==> src/rtl/alu_sub.sv <==
// alu_sub: bit-serial signed subtractor for the ALU arithmetic group.
// Borrow-ripple datapath, one result bit per clock, LSB first.
module alu_sub #(
  parameter int WIDTH = 8
) (
  input  logic               clk,
  input  logic               reset,
  input  logic               start,
  input  logic [WIDTH-1:0]   a,
  input  logic [WIDTH-1:0]   b,
  output logic [2*WIDTH-1:0] diff,
  output logic               borrow,
  output logic               overflow,
  output logic               zero,
  output logic               negative,
  output logic               busy,
  output logic               done
);

  localparam int CW = $clog2(WIDTH + 1);

  typedef enum logic [1:0] {
    IDLE = 2'd0,
    CALC = 2'd1,
    FIN  = 2'd2
  } state_t;

  state_t state;
  state_t state_next;

  logic [WIDTH:0] opa;
  logic [WIDTH:0] opb;
  logic [WIDTH:0] r;
  logic [CW-1:0]  cnt;
  logic           br;
  logic           borrow_int;
  logic           d;
  logic           br_next;
  logic           last_step;

  assign d         = opa[0] ^ opb[0] ^ br;
  assign br_next   = (~opa[0] & opb[0]) | (~(opa[0] ^ opb[0]) & br);
  assign last_step = (cnt == CW'(WIDTH));
  assign busy      = (state != IDLE);

  // state register
  always_ff @(posedge clk) begin
    if (reset) state <= IDLE;
    else       state <= state_next;
  end

  // next-state: WIDTH+1 serial steps, then one result-commit cycle
  always_comb begin
    state_next = state;
    unique case (state)
      IDLE:    if (start) state_next = CALC;
      CALC:    if (last_step) state_next = FIN;
      FIN:     state_next = IDLE;
      default: state_next = IDLE;
    endcase
  end

  // serial datapath and registered results; done is a single-cycle pulse
  always_ff @(posedge clk) begin
    if (reset) begin
      opa        <= '0;
      opb        <= '0;
      r          <= '0;
      cnt        <= '0;
      br         <= 1'b0;
      borrow_int <= 1'b0;
      diff       <= '0;
      borrow     <= 1'b0;
      overflow   <= 1'b0;
      zero       <= 1'b0;
      negative   <= 1'b0;
      done       <= 1'b0;
    end else begin
      done <= 1'b0;
      unique case (state)
        IDLE: begin
          if (start) begin
            opa <= {a[WIDTH-1], a};
            opb <= {b[WIDTH-1], b};
            cnt <= '0;
            br  <= 1'b0;
          end
        end
        CALC: begin
          br  <= br_next;
          opa <= {1'b0, opa[WIDTH:1]};
          opb <= {1'b0, opb[WIDTH:1]};
          r   <= {d, r[WIDTH:1]};
          cnt <= cnt + CW'(1);
          if (cnt == CW'(WIDTH - 1)) borrow_int <= br_next;
        end
        FIN: begin
          diff     <= {{(WIDTH-1){r[WIDTH]}}, r};
          borrow   <= borrow_int;
          overflow <= r[WIDTH] ^ r[WIDTH-1];
          zero     <= (r == '0);
          negative <= r[WIDTH];
          done     <= 1'b1;
        end
        default: ;
      endcase
    end
  end

endmodule

==> config.mk <==
export PLATFORM = sky130hd
export DESIGN_NAME = alu_sub
export DESIGN_NICKNAME = d
export VERILOG_FILES = /design/src/rtl/alu_sub.sv
export SDC_FILE = /design/constraint.sdc
export NUM_CORES = 1
export LEC_CHECK = 0
export ABC_AREA = 0
export CORE_ASPECT_RATIO = 0.9
export CORE_UTILIZATION = 50
export CTS_CLUSTER_SIZE = 20
export DETAILED_ROUTE_END_ITERATION = 12
export PLACE_DENSITY_LB_ADDON = 0.3
export SYNTH_ARGS = -nofsm -noshare
export SYNTH_HDL_FRONTEND = slang
export SYNTH_SLANG_ARGS = --single-unit
==> constraint.sdc <==
create_clock -name clk -period 1.7 [get_ports clk]
set_input_delay 0.34 -clock clk [delete_from_list [all_inputs] [get_ports clk]]
set_output_delay 0.34 -clock clk [all_outputs]
set_load 0.01 [all_outputs]
==> flow_metrics.py, run 1 <==
metrics = {
    "critical_path": {
        "cp_num_buf_inv": 1,
        "crit_arrival_ns": 1.26,
        "critPathMaxStageDelay_ns": 0.56,
        "crit_fanout": 10,
        "r2r-start": "state[1]",
        "slowest_stage": "clkdlybuf4s50_1",
        "r2r-end": "opa[6]",
        "worst-r2r-cell-count": 5,
        "critPathTopFamily": "buffers and inverters",
        "cp.depth": 1,
        "criticalPathCategory": "register to output port",
        "crit_path_start_kind": "register",
        "r2r_slack_ns": 0.30,
        "cp-end-kind": "output port",
        "crit_end": "diff[10]",
        "crit_required_ns": 1.36,
        "critPathLaunch": "diff[8]",
        "cp_cell_sequence": "clkdlybuf4s50_1",
    },
    "clock_network": {
        "post_cts_buffers": 0,
        "cts_tree": "built",
        "cts-root-buf": "clkbuf_8",
        "ctsResizeCount": 2,
        "clk_pin_slew_ns": 0.09,
        "cts_hold_buf": 0,
        "numCtsBuffers": 5,
        "clk_path_buf_depth": 2,
        "cts.sinks": 48,
        "clock_latency_ns": 0.29,
        "htree_levels": 2,
    },
    "power_and_ir_drop": {
        "ir_worst_vdd_mv": 0.570,
        "p_per_area_nw_per_um2": 852,
        "leakage_uw": 0.000950,
    },
    "grt": {
        "top_usage_layer": "met2",
        "grt_pass1_wl_um": 7240,
        "antenna_found_initial": 0,
        "grt_max_degree": 21,
        "grt_pass1_vias": 1647,
        "grt_use_total_pct": 20.5,
        "met1_usage_pct": 28.1,
        "overflow": 0,
        "gr-usage-met3_pct": 4.06,
        "gr-usage-met2_pct": 31.9,
    },
    "sta": {
        "worst_slew_pin_slew_ns": 0.433,
        "fin_crit_ns": 1.60,
        "setup_viol": 0,
        "slew_headroom_pct": 71.2,
        "report.final.slew_viol_count": 0,
        "timing.final.crit_share_pct": 94.2,
        "fin_worst_skew_ns": 0.00443,
        "rsz0062_at_grt": "no",
        "hold_viol": 0,
        "setup_tns_ns": 0,
        "clock.fmax_mhz": 625,
        "whs_ns": 0.457,
        "fin_ws_ns": 0.0991,
    },
    "min_path": {
        "hold_class": "register to register",
        "hp-start": "borrow",
    },
    "yosys": {
        "synth_seq_cells": 48,
        "yosysSeqAreaShare_pct": 47.5,
        "synth_largest_area_cell": "dfxtp_1",
        "synth_cell_type_count": 35,
        "synth_area_leaders": "dfxtp_1 (48%), nor2_1 (8.0%), nand2_1 (7.6%), a21oi_1 (6.4%), nor4_1 (4.0%)",
        "synthArstFlopShare_pct": 0,
        "synth_area_um2": 2020,
        "synth.top_cell.area_share_pct": 47.5,
        "ys.flop_type": "dfxtp_1",
        "yosysWarnings": 0,
        "synth.avg_cell_area_um2": 8.15,
        "syn-instance-count": 248,
        "synth_edf_count": 0,
        "synth_nets": 270,
    },
    "layout": {
        "area_growth_pct": 27.4,
        "final_core_util_pct": 68.1,
        "fin_nets": 311,
        "mostFrequentLayoutCell": "dfxtp_1",
        "final_cell_mix": "dfxtp_1 (47), nor2_1 (43), nand2_1 (41)",
        "drive_gt1_share_pct": 11.7,
        "num_antenna_cells": 0,
    },
    "floorplan": {
        "initial_core_util_pct": 53.4,
        "fp.dieW_um": 69.0,
        "rows": 21,
        "fp.dieArea_um2": 4300,
        "die_height_um": 62.3,
        "core_um2": 3780,
        "ioPinCount": 41,
    },
    "route": {
        "drtAntennaViolNets": 0,
        "drtIter0Drc": 135,
        "route.vias.total": 1747,
        "firstDrtPassIters": 4,
        "wl_per_cell_um": 12.1,
        "drc_errors": 0,
        "wl_um": 4060,
        "vias_per_cell": 5.20,
    },
    "placed_design": {
        "dp_hpwl_um": 2940,
        "pre_cts_ws_ns": -0.0831,
        "portBuffers": 40,
        "place_congestion": 0.809,
    },
    "run": {
        "drv_cap": 0,
    },
    "status": {
        "status": "completed",
    },
}
## worst min-delay path by stage
stage,end,cells past startpoint
floorplan,borrow,2
detailed placement,borrow,2
CTS,borrow,2
global placement,zero,2
finish,borrow,2
global route,diff[6],2
## through the flow
step                power, uW  area (um2)  cells
global placement         1520        2480    328
CTS                      2210        2570    336
detailed placement       1520        2480    328
global route             2310        2570    336
finish                   2190        2570    336
floorplan                1400        2020    248
## routing by layer
metal | wire, um | vias up
met3 | 133 | 5
li1 | - | 906
met2 | 1840 | 38
met1 | 2050 | 798
met5 | 0 | -
met4 | 40 | 0
## final cells by class
class / instances / area (um2)
repair buffers: 59 / 554
flip-flops and latches: 48 / 962
multi-input cells: 170 / 885
clock buffers: 6 / 82.6
clock inverters: 2 / 15.0
well taps: 46 / 57.6
fillers: 329 / 1210
inverters: 5 / 18.8
## flip-flops by register name, summed over array words and instances (netlist names)
signal	flops
done	1
zero	1
cnt	4
r	9
state	2
diff	9
opb	9
overflow	1
opa	9
br	1
borrow	1
borrow_int	1
## power by group
part	internal, uW	total, uW	leakage [uW]	switching (uW)
clock	329	695	0.0000434	366
combinational	146	295	0.000515	149
sequential	1180	1200	0.000392	29.7
total	1650	2190	0.000950	544
## cells by family after synthesis
family / count (synthesis) / share of synthesized area (%)
AO/OA/AOI/OAI: 37 / 10.8
XOR/XNOR: 1 / 0.433
adder cells (fa/ha/maj): 3 / 2.23
buffers and inverters: 30 / 8.72
flip-flops: 48 / 47.5
multiplexers: 1 / 0.557
AND/OR/NAND/NOR: 128 / 29.8
## synthesized netlist by cell type, types with 2 or more instances
| library cell | count |
|---|---|
| dfxtp_1 | 48 |
| nor2_1 | 43 |
| nand2_1 | 41 |
| a21oi_1 | 26 |
| nor4_1 | 13 |
| buf_4 | 10 |
| nor3_1 | 9 |
| buf_2 | 6 |
| inv_1 | 5 |
| nand2b_1 | 5 |
| clkbuf_1 | 4 |
| a211oi_1 | 3 |
| buf_1 | 3 |
| nand3_1 | 3 |
| nor2b_1 | 3 |
| a22oi_1 | 2 |
| a31oi_1 | 2 |
| ha_1 | 2 |
| nand3b_1 | 2 |
| nand4_1 | 2 |
| or3b_2 | 2 |
Power figures use the tool's default switching activity.
==> run 2: changes to the inputs <==
==> constraint.sdc (replaced) <==
create_clock -name clk -period 2.05 [get_ports clk]
set_input_delay 0.41 -clock clk [delete_from_list [all_inputs] [get_ports clk]]
set_output_delay 0.41 -clock clk [all_outputs]
set_load 0.01 [all_outputs]
==> run 2 against run 1 <==
Effect of this change:
- core utilization fell by 1.0 points
- highest routed layer unchanged
- via count fell by 2.3%
- non-clock buffer count fell by 7
- clock skew fell by 0.0021 ns
- count of clock-buffer cells in the layout fell by 1
- critical path depth rose by 1
- register-to-register slack improved by 0.23 ns
- routed wire length rose by 1.9%
- first-iteration DRC count fell by 35%
- sequential power fell by 17%
- global-route usage rose by 0.39 points
- flip-flop and latch count did not move
==> flow_metrics.py, run 2 (synthesis gave the netlist of run 1 again) <==
metrics = {
    "status": {
        "status": "completed",
    },
    "sta": {
        "clock.fmax_mhz": 509,
        "timing.final.crit_share_pct": 95.9,
        "whs_ns": 0.460,
        "worst_slew_pin_slew_ns": 0.514,
        "fin_worst_skew_ns": 0.00234,
        "setup_tns_ns": 0,
        "fin_crit_ns": 1.97,
        "report.final.slew_viol_count": 0,
        "rsz0062_at_grt": "no",
        "slew_headroom_pct": 65.6,
        "setup_viol": 0,
        "hold_viol": 0,
    },
    "clock_network": {
        "ctsResizeCount": 0,
        "post_cts_buffers": 0,
        "clk_path_buf_depth": 2,
        "cts-root-buf": "clkbuf_8",
        "clock_latency_ns": 0.30,
        "cts.sinks": 48,
        "htree_levels": 2,
        "clk_pin_slew_ns": 0.08,
        "numCtsBuffers": 5,
        "cts_tree": "built",
        "cts_hold_buf": 0,
    },
    "power_and_ir_drop": {
        "leakage_uw": 0.000922,
        "clkPwrFrac_pct": 35.4,
        "switching_share_pct": 24.1,
        "p_int_uw": 1450,
        "pwr-share-comb_pct": 12.1,
        "p_sw_uw": 460,
        "ir_worst_vdd_mv": 0.446,
        "seqPwrFrac_pct": 52.5,
        "p_per_area_nw_per_um2": 752,
    },
    "route": {
        "drtAntennaViolNets": 0,
        "wl_per_cell_um": 12.6,
        "drc_errors": 0,
        "wl_um": 4140,
        "firstDrtPassIters": 4,
        "route.vias.total": 1707,
        "drtIter0Drc": 88,
        "vias_per_cell": 5.19,
    },
    "layout": {
        "n_fill_cell": 330,
        "area_growth_pct": 25.4,
        "num_antenna_cells": 0,
        "final_core_util_pct": 67.0,
        "final_cell_mix": "dfxtp_1 (48), nor2_1 (43), nand2_1 (41)",
        "fin_nets": 304,
        "mostFrequentLayoutCell": "dfxtp_1",
        "instances_no_fill": 329,
        "drive_gt1_share_pct": 9.19,
        "fin_area_um2": 2540,
    },
    "grt": {
        "overflow": 0,
        "gr-usage-met2_pct": 34.3,
        "met1_usage_pct": 26.6,
        "grt_use_total_pct": 20.9,
        "gr-usage-met3_pct": 5.36,
        "grt_pass1_wl_um": 7320,
        "grt_pass1_vias": 1638,
        "antenna_found_initial": 0,
        "top_usage_layer": "met2",
        "grt_max_degree": 27,
    },
    "floorplan": {
        "fp.dieArea_um2": 4300,
        "ioPinCount": 41,
        "die_height_um": 62.3,
        "core_um2": 3780,
        "rows": 21,
        "fp.dieW_um": 69.0,
        "initial_core_util_pct": 53.4,
    },
    "critical_path": {
        "crit_path_start_kind": "register",
        "cp-end-kind": "output port",
        "crit_required_ns": 1.64,
        "crit_fanout": 12,
        "criticalPathCategory": "register to output port",
        "crit_arrival_ns": 1.56,
    },
    "min_path": {
        "hold_class": "register to register",
    },
    "placed_design": {
        "place_congestion": 0.832,
        "dp_cells": 321,
        "portBuffers": 40,
        "dpl_cell_area_um2": 2420,
        "dp_hpwl_um": 2910,
    },
    "run": {
        "drv_cap": 0,
    },
}
run 2: worst paths after layout:
check	start	endpoint	slack (ns)	depth (start not counted)
worst min-delay path	diff[0]	diff[0]	0.46	2
worst max register to register	state[1]	opa[6]	0.53	4
worst min register to register	diff[0]	diff[0]	0.46	2
worst max-delay path	state[1]	busy	0.08	2
run 2: final cells by class:
type / count / area (um2) / share of cell area, %
clock buffer: 5 / 68.8 / 2.71
clock inverter: 3 / 42.5 / 1.68
inverter: 5 / 18.8 / 0.740
multi-input combinational: 170 / 885 / 34.9
sequential: 48 / 961 / 37.9
tap: 46 / 57.6 / 2.27
timing repair buffer: 52 / 503 / 19.8
run 2: power groups by stage:
stage          registers [uW]  logic (uW)  clock network, uW
4_1_cts                  1000         231                685
6_report                 1000         231                674
2_1_floorplan            1020         149                  0
3_3_place_gp             1020         224                  0
5_1_grt                  1010         256                720
3_5_place_dp             1020         228                  0
run 2: stage by stage:
stage                     power [uW]  setup slack, ns
after floorplan                 1160            0.701
after global placement          1250            0.133
after detailed placement        1250            0.129
after CTS                       1920           0.0708
after global routing            1980          0.00914
final                           1910           0.0842
run 2: layer usage:
metal / up-vias / share of wire (%)
li1: 887 / -
met1: 783 / 48
met2: 33 / 48
met3: 4 / 3.4
met4: 0 / 0.65
met5: - / 0
run 2: critical path, cell delays in order, from the launching register on:
cell,delay (ns)
dfxtp_1,0.56
or2_2,0.18
clkdlybuf4s50_1,0.52
==> run 3: changes to the inputs <==
--- a/config.mk
+++ b/config.mk
@@ -5,7 +5,7 @@
 export SDC_FILE = /design/constraint.sdc
 export NUM_CORES = 1
 export LEC_CHECK = 0
-export ABC_AREA = 0
+export ABC_AREA = 1
 export CORE_ASPECT_RATIO = 0.9
 export CORE_UTILIZATION = 50
 export CTS_CLUSTER_SIZE = 20
==> run 3 against run 2 <==
Effect of this change:
- combinational power barely moved
- register-to-register slack better by 0.09 ns
- hold slack better by 0.010 ns
- power is 0.85% higher
- fmax up 9.0%
- critical path depth up 1
- sequential power about the same
- critical path type unchanged
==> flow_metrics.py, run 3 <==
metrics = {
    "layout": {
        "drive_gt1_share_pct": 5.43,
        "n_fill_cell": 322,
        "area_growth_pct": 24.3,
        "final_core_util_pct": 66.2,
        "ff_latch_area_um2": 961,
        "multiInputGateArea_um2": 852,
        "fin_nets": 334,
        "fin_area_um2": 2520,
        "final_cell_mix": "nor2_1 (71), nand2_1 (48), dfxtp_1 (48)",
        "mostFrequentLayoutCell": "nor2_1",
        "num_antenna_cells": 0,
    },
    "yosys": {
        "synth_area_leaders": "dfxtp_1 (47%), nor2_1 (13%), nand2_1 (8.9%), o21ai_0 (8.6%), inv_1 (4.1%)",
        "synth.most_common_cell": "nor2_1",
        "syn-instance-count": 281,
        "synth.avg_cell_area_um2": 7.22,
        "ys.flop_type": "dfxtp_1",
        "synth.top_cell.area_share_pct": 47.3,
        "synth_largest_area_cell": "dfxtp_1",
        "yosysSeqAreaShare_pct": 47.3,
        "synth_cell_type_count": 23,
        "synthArstFlopShare_pct": 0,
        "synth_edf_count": 0,
        "synth_common_cells": "nor2_1 (71), dfxtp_1 (48), nand2_1 (48)",
        "synth_seq_cells": 48,
        "yosysWarnings": 0,
        "synth_nets": 303,
        "synth_area_um2": 2030,
    },
    "floorplan": {
        "rows": 21,
        "fp.dieArea_um2": 4320,
        "ioPinCount": 41,
        "fp.dieW_um": 69.2,
        "initial_core_util_pct": 53.3,
        "core_um2": 3810,
        "die_height_um": 62.4,
    },
    "placed_design": {
        "dp_hpwl_um": 2620,
        "place_congestion": 0.757,
        "dpl_cell_area_um2": 2410,
        "portBuffers": 40,
    },
    "route": {
        "wl_um": 4000,
        "drtIter0Drc": 77,
        "route.vias.total": 1782,
        "firstDrtPassIters": 4,
        "drtAntennaViolNets": 0,
        "wl_per_cell_um": 11.1,
        "drc_errors": 0,
        "vias_per_cell": 4.96,
    },
    "sta": {
        "fin_worst_skew_ns": 0.00887,
        "whs_ns": 0.470,
        "hold_viol": 0,
        "rsz0062_at_grt": "no",
        "worst_slew_pin_slew_ns": 0.568,
        "setup_viol": 0,
        "slew_headroom_pct": 62.1,
        "report.final.slew_viol_count": 0,
        "setup_tns_ns": 0,
        "clock.fmax_mhz": 555,
        "timing.final.crit_share_pct": 87.9,
        "fin_crit_ns": 1.80,
    },
    "grt": {
        "grt_pass1_vias": 1653,
        "antenna_found_initial": 0,
        "grt_use_total_pct": 20.7,
        "overflow": 0,
        "grt_pass1_wl_um": 7210,
        "grt_max_degree": 40,
    },
    "clock_network": {
        "htree_levels": 2,
        "clk_pin_slew_ns": 0.08,
        "cts_hold_buf": 0,
        "numCtsBuffers": 5,
        "ctsResizeCount": 0,
        "post_cts_buffers": 0,
        "cts_tree": "built",
        "cts.sinks": 48,
        "clk_path_buf_depth": 2,
        "clock_latency_ns": 0.31,
        "cts-root-buf": "clkbuf_8",
    },
    "critical_path": {
        "crit_path_start_kind": "register",
        "r2r_slack_ns": 0.62,
        "crit_fanout": 5,
        "cp-end-kind": "output port",
        "crit_arrival_ns": 1.39,
        "crit_required_ns": 1.64,
        "criticalPathCategory": "register to output port",
    },
    "status": {
        "status": "completed",
    },
    "power_and_ir_drop": {
        "leakage_uw": 0.00106,
        "total_power_uw": 1920,
        "p_per_area_nw_per_um2": 762,
        "ir_worst_vdd_mv": 0.540,
    },
    "min_path": {
        "hold_class": "register to register",
    },
    "run": {
        "drv_cap": 0,
    },
}
-- run 3: final timing paths --
kind | end | depth (start not counted) | startpoint
worst max-delay path | busy | 3 | state[0]
worst min-delay path | zero | 2 | zero
worst max register to register | r[2] | 5 | state[0]
worst min register to register | zero | 2 | zero
-- run 3: where the power goes --
group          internal, uW  total [uW]  switching (uW)
sequential              984        1020            35.4
combinational           107         232             124
clock                   362         672             310
total                  1450        1920             470
-- run 3: worst max-delay path, stage by stage, from the launching register on --
cell and delay [ns]:
dfxtp_1 0.40, inv_1 0.09, nand2_1 0.07, clkdlybuf4s50_1 0.53
-- run 3: per-stage QoR --
step,setup slack (ns),std cells
2_1_floorplan,0.871,281
3_3_place_gp,0.440,351
3_5_place_dp,0.381,351
4_1_cts,0.238,359
5_1_grt,0.168,359
6_report,0.247,359
-- run 3: metal layers --
| layer | share of wire (%) | vias to the layer above | GRT usage, % |
|---|---|---|---|
| met2 | 42 | 44 | 32.2 |
| li1 | - | 936 | - |
| met3 | 4.8 | 7 | 5.65 |
| met5 | 0 | - | 0 |
| met4 | 1.7 | 0 | 8.93 |
| met1 | 51 | 795 | 26.9 |
-- run 3: area by class of cell --
class                           count  share of cell area (%)
Clock buffer                        6                    2.88
Clock inverter                      2                    1.39
Inverter                           23                    3.42
Multi-Input combinational cell    188                    33.8
Sequential cell                    48                    38.1
Tap cell                           46                    2.28
Timing Repair Buffer               46                    18.2
-- run 3: cells by family after synthesis --
kind of cell	after synthesis	synth area share [%]
AO/OA/AOI/OAI	47	11.8
XOR/XNOR	1	0.432
flip-flops	48	47.3
adder cells (fa/ha/maj)	3	2.22
buffers and inverters	45	10.7
AND/OR/NAND/NOR	137	27.5
